==> src/rtl/set_mode_controller.sv <==
// rtl/set_mode_controller.sv - set-mode FSM with button debounce, idle timeout and field blink
module set_mode_controller #(
    parameter int DEBOUNCE_CYC = 500_000,
    parameter int BLINK_CYC    = 12_500_000,
    parameter int TIMEOUT_S    = 10
) (
    input  logic       clk,
    input  logic       rst_n,
    input  logic       tick_1s,
    input  logic       sw_mode,
    input  logic       butt_increase,
    input  logic       butt_decrease,
    input  logic       butt_change,
    output logic       edit_active,
    output logic [2:0] field_sel,
    output logic       inc_pulse,
    output logic       dec_pulse,
    output logic       clk_hold,
    output logic [7:0] blink_mask
);

    localparam int DW = $clog2(DEBOUNCE_CYC + 1);
    localparam int BW = $clog2(BLINK_CYC + 1);
    localparam int IW = $clog2(TIMEOUT_S + 1);
    localparam logic [DW-1:0] DEB_LAST   = DW'(DEBOUNCE_CYC - 1);
    localparam logic [BW-1:0] BLINK_LAST = BW'(BLINK_CYC - 1);
    localparam logic [IW-1:0] IDLE_LAST  = IW'(TIMEOUT_S - 1);

    localparam logic [1:0] ST_RUN   = 2'd0;
    localparam logic [1:0] ST_SET_A = 2'd1;
    localparam logic [1:0] ST_SET_B = 2'd2;
    localparam logic [1:0] ST_SET_C = 2'd3;

    // bit 0 = increase, bit 1 = decrease, bit 2 = change; all active-low
    logic [2:0]    raw, sync1, sync2, level, press;
    logic [DW-1:0] deb_cnt [3];

    assign raw = {butt_change, butt_decrease, butt_increase};

    always_ff @(posedge clk or negedge rst_n) begin
        if (!rst_n) begin
            sync1 <= '1;
            sync2 <= '1;
            level <= '1;
            press <= '0;
            for (int i = 0; i < 3; i++) deb_cnt[i] <= '0;
        end else begin
            sync1 <= raw;
            sync2 <= sync1;
            for (int i = 0; i < 3; i++) begin
                press[i] <= 1'b0;
                if (sync2[i] == level[i]) begin
                    deb_cnt[i] <= '0;
                end else if (deb_cnt[i] == DEB_LAST) begin
                    deb_cnt[i] <= '0;
                    level[i]   <= sync2[i];
                    press[i]   <= ~sync2[i];
                end else begin
                    deb_cnt[i] <= deb_cnt[i] + 1'b1;
                end
            end
        end
    end

    logic          inc_ev, dec_ev, chg_ev, any_ev;
    logic [1:0]    state, state_d;
    logic          entry_mode, entry_mode_d;
    logic [IW-1:0] idle_cnt, idle_d;
    logic [2:0]    field_d;
    logic          in_set, mode_abort, timeout, adj_ok, inc_d, dec_d, blink_restart;
    logic [BW-1:0] blink_cnt;
    logic          blink_phase;

    assign inc_ev = press[0];
    assign dec_ev = press[1];
    assign chg_ev = press[2];
    assign any_ev = |press;

    assign in_set        = (state != ST_RUN);
    assign mode_abort    = in_set && (sw_mode != entry_mode);
    assign timeout       = in_set && tick_1s && !any_ev && (idle_cnt == IDLE_LAST);
    assign adj_ok        = in_set && !mode_abort && !chg_ev;
    assign inc_d         = adj_ok && inc_ev && !dec_ev;
    assign dec_d         = adj_ok && dec_ev && !inc_ev;
    assign blink_restart = (state_d != state) || inc_d || dec_d;

    always_comb begin
        state_d      = state;
        entry_mode_d = entry_mode;
        if (mode_abort || timeout) begin
            state_d = ST_RUN;
        end else if (chg_ev) begin
            case (state)
                ST_RUN: begin
                    state_d      = ST_SET_A;
                    entry_mode_d = sw_mode;
                end
                ST_SET_A: state_d = ST_SET_B;
                ST_SET_B: state_d = ST_SET_C;
                default:  state_d = ST_RUN;
            endcase
        end
    end

    always_comb begin
        idle_d = idle_cnt;
        if ((state_d != state) || !in_set || any_ev)
            idle_d = '0;
        else if (tick_1s && (idle_cnt != IW'(TIMEOUT_S)))
            idle_d = idle_cnt + 1'b1;
    end

    always_comb begin
        field_d = 3'd0;
        case (state_d)
            ST_SET_A: field_d = entry_mode_d ? 3'd4 : 3'd1;
            ST_SET_B: field_d = entry_mode_d ? 3'd5 : 3'd2;
            ST_SET_C: field_d = entry_mode_d ? 3'd6 : 3'd3;
            default:  field_d = 3'd0;
        endcase
    end

    always_ff @(posedge clk or negedge rst_n) begin
        if (!rst_n) begin
            state       <= ST_RUN;
            entry_mode  <= 1'b0;
            idle_cnt    <= '0;
            edit_active <= 1'b0;
            field_sel   <= 3'd0;
            inc_pulse   <= 1'b0;
            dec_pulse   <= 1'b0;
            clk_hold    <= 1'b0;
            blink_cnt   <= '0;
            blink_phase <= 1'b0;
        end else begin
            state       <= state_d;
            entry_mode  <= entry_mode_d;
            idle_cnt    <= idle_d;
            edit_active <= (state_d != ST_RUN);
            field_sel   <= field_d;
            inc_pulse   <= inc_d;
            dec_pulse   <= dec_d;
            // calendar edits leave time running
            clk_hold    <= (state_d != ST_RUN) && !entry_mode_d;
            if (blink_restart || (state_d == ST_RUN)) begin
                blink_cnt   <= '0;
                blink_phase <= 1'b0;
            end else if (blink_cnt == BLINK_LAST) begin
                blink_cnt   <= '0;
                blink_phase <= ~blink_phase;
            end else begin
                blink_cnt <= blink_cnt + 1'b1;
            end
        end
    end

    always_comb begin
        blink_mask = 8'h00;
        if (blink_phase) begin
            case (field_sel)
                3'd1, 3'd4: blink_mask = 8'hC0;
                3'd2, 3'd5: blink_mask = 8'h30;
                3'd3:       blink_mask = 8'h0C;
                3'd6:       blink_mask = 8'h0F;
                default:    blink_mask = 8'h00;
            endcase
        end
    end

endmodule

==> config.mk <==
export PLATFORM = sky130hd
export DESIGN_NAME = set_mode_controller
export DESIGN_NICKNAME = d
export VERILOG_FILES = /design/src/rtl/set_mode_controller.sv
export SDC_FILE = /design/constraint.sdc
export NUM_CORES = 1
export LEC_CHECK = 0
export CELL_PAD_IN_SITES_DETAIL_PLACEMENT = 1
export CELL_PAD_IN_SITES_GLOBAL_PLACEMENT = 1
export CORE_AREA = 2 2 104 106
export CTS_BUF_LIST = sky130_fd_sc_hd__clkbuf_16
export DETAILED_ROUTE_END_ITERATION = 6
export DIE_AREA = 0 0 106 108
export PLACE_DENSITY_LB_ADDON = 0.1
export SLEW_MARGIN = 20
export SYNTH_ARGS = -nofsm -noshare
export SYNTH_HDL_FRONTEND = slang
export SYNTH_SLANG_ARGS = --single-unit
export TNS_END_PERCENT = 20
==> constraint.sdc <==
create_clock -name clk -period 4.35 [get_ports clk]
set_input_delay 0.87 -clock clk [delete_from_list [all_inputs] [get_ports clk]]
set_output_delay 0.87 -clock clk [all_outputs]
set_load 0.005 [all_outputs]
==> impl_metrics.ini <==
[grt]
grt_max_degree = 84
grt_pass1_wl_um = 18300
grt_pass1_vias = 3905
grt_usage = 0.200
grt.overflow.total = 0
antenna_found_initial = 0

[routing]
firstDrtPassIters = 4
ant_nets = 0
drt-total-wl_um = 10300
routedWlPerCell_um = 15.2
drc = 0
drtIter0Drc = 136
vias = 3649
via_per_inst = 5.39

[yosys]
synth_top_cell_area_share = 0.475
synth_top_area_cell = dfrtp_1
synth.area.top_cells = dfrtp_1 47%, nor2_1 7.8%, xor2_1 7.7%
synth_xor_area_frac = 0.139
yosysWarningCount = 0
synth.distinct_cells = 41
syn_avg_cell_area_um2 = 10.1
ys_async_sr_fraction = 1.00
yosysSeqAreaShare = 0.520
synthSimpleGateAreaFrac = 0.266
synth-seq-cells = 108
synthMuxAreaShare = 0.0122
yosys.area_share.adder = 0.0192
synth_edf_count = 0
synthTopCellsByCount = 109 x nor2_1, 99 x dfrtp_1, 46 x xor2_1, 40 x nand2_1, 37 x xnor2_1
synth_cells = 516
syn-cell-area_mm2 = 0.00522
ys_dominant_reg_cell = dfrtp_1
synth_top_family_by_area = simple AND/OR/NAND/NOR gates
synth_fp_nets = 531
yosysMostFrequentCell = nor2_1
synth_compound_area_frac = 0.0113

[timing]
hold_viol = 0
slew_violations = 0
fin_ws_ns = 1.60
maxSlewHeadroom = 0.429
min_period_ns = 2.75
fin_skew_ns = 0.00705
tightest_slew_ns = 0.850
max_freq_mhz = 363
fin_tns_setup_ns = 0
fin_crit_sh = 0.633
grt_setup_unrepaired = false
finalSetupViolations = 0

[die]
die_height_um = 108
die_w_um = 106
die-area_mm2 = 0.0114
start_util = 0.510
std_cell_rows = 37
coreArea_mm2 = 0.0102
ios = 22

[critical_path]
path_cells = inv_1 -> ha_1 -> or4_4 -> o22ai_2 -> nand4bb_1 -> or2_1 -> nor2_1
path_buf_inv = 1
end_kind = register
cp_top_family = simple AND/OR/NAND/NOR gates
critPathMaxStageDelay_ns = 0.64
crit_slowest_cell = or2_1
worstPathArrival_ns = 2.94
cp_max_fo = 23
critPathRequiredTime_ns = 4.54
critPathKind = register to register
critPathLaunchType = register

[layout]
fillers = 1134
multi_input_area_mm2 = 0.00234
fin_nets = 551
syn_to_final_growth_pct = 11.3
seqCellArea_mm2 = 0.00271
antenna_cells = 0
drive_above_1_share = 0.0628
final_area_mm2 = 0.00581

[cts]
clk_pin_slew_ns = 0.07
clock_sinks = 108
cts_resized = 0
clockBufferDepth = 2
ctsHoldBuffers = 0
cts_tree = built
clk-insertion-delay-late_ns = 0.35
htree_num_levels = 3
post_cts_buffers = 0
root_buffer = clkbuf_16
numCtsBuffers = 9

[power_and_ir_drop]
ir_drop_mv = 0.330
power_density_mw_per_mm2 = 352
p_leak_nw = 2.43

[min_path]
hold_class = register to register

[job]
maxCapViolCount = 0

[placed_design]
numPortBuffers = 21
place_congestion = 0.847
place_area_mm2 = 0.00550
hpwl_um = 7120
place_ws_ns = 1.32

[run_status]
status = completed
## layer usage
layer	global-route usage	up-vias	part of all wire
met5	0	-	0
met4	0.0573	0	0.011
met1	0.253	1837	0.46
met3	0.0530	8	0.027
met2	0.341	34	0.50
li1	-	1770	-
## worst reg2reg max path: stages (launching register included)
cell and delay [ns]:
dfrtp_1 0.42, inv_1 0.11, ha_1 0.27, or4_4 0.53, o22ai_2 0.27, nand4bb_1 0.22, or2_1 0.64, nor2_1 0.14
## power by group
part / internal (mW) / switching [mW] / total, mW
Clock: 0.497 / 0.353 / 0.850
Sequential: 1.03 / 0.0222 / 1.05
Combinational: 0.0513 / 0.0895 / 0.141
Total: 1.58 / 0.465 / 2.04
## per-stage QoR
step	instances	total power [mW]	util	hold WS [ns]
floorplan	516	1.16	-	0.345
global placement	661	1.20	0.537	0.345
detailed placement	661	1.21	0.537	0.350
CTS	677	2.07	0.567	0.360
global route	677	2.13	0.568	0.364
finish	677	2.04	0.568	0.359
## cell usage in the layout, fill, tap and decap left out, drive strengths merged, types with 8 or more instances in the layout
cell	count
ha	8
nand3	25
and4	10
nand2	41
dfstp	9
xnor2	37
dfrtp	99
nor3	13
clkbuf	9
xor2	46
and3	10
inv	15
nand4	21
clkdlybuf4s50	20
nor2	109
## logic make-up after synthesis
family          count (synthesis)
simple gates                  274
buf+inv                        28
fa+ha+maj                       8
xor+xnor                       83
compound gates                  9
flops                         108
mux                             6
## layout make-up
| type | count | area share |
|---|---|---|
| clock buffer | 9 | 0.0388 |
| inverter | 14 | 0.00905 |
| multi-input combinational | 380 | 0.403 |
| sequential | 108 | 0.467 |
| tap | 136 | 0.0293 |
| timing repair buffer | 23 | 0.0390 |
| clock inverter | 7 | 0.0142 |
## sequential cells by signal, summed over array words and instances (netlist names), 2 cells and up
| name | flops |
|---|---|
| sync2 | 3 |
| blink_cnt | 24 |
| field_sel | 3 |
| idle_cnt | 4 |
| deb_cnt | 57 |
| press | 3 |
| state | 2 |
| sync1 | 3 |
| level | 3 |
## path summary, 6_finish.rpt
| path | from | endpoint | slack (ns) | depth (start not counted) |
|---|---|---|---|---|
| min reg2reg | sync1[1] | sync2[1] | 0.36 | 0 |
| max | state[0] | blink_cnt[17] | 1.60 | 7 |
| min | sync1[1] | sync2[1] | 0.36 | 0 |
| min in group asynchronous | rst_n | idle_cnt[3] | 0.55 | 1 |
| max in group asynchronous | rst_n | blink_cnt[15] | 3.07 | 2 |
| max reg2reg | state[0] | blink_cnt[17] | 1.60 | 7 |
No activity file was read; power rests on OpenSTA's default activity.
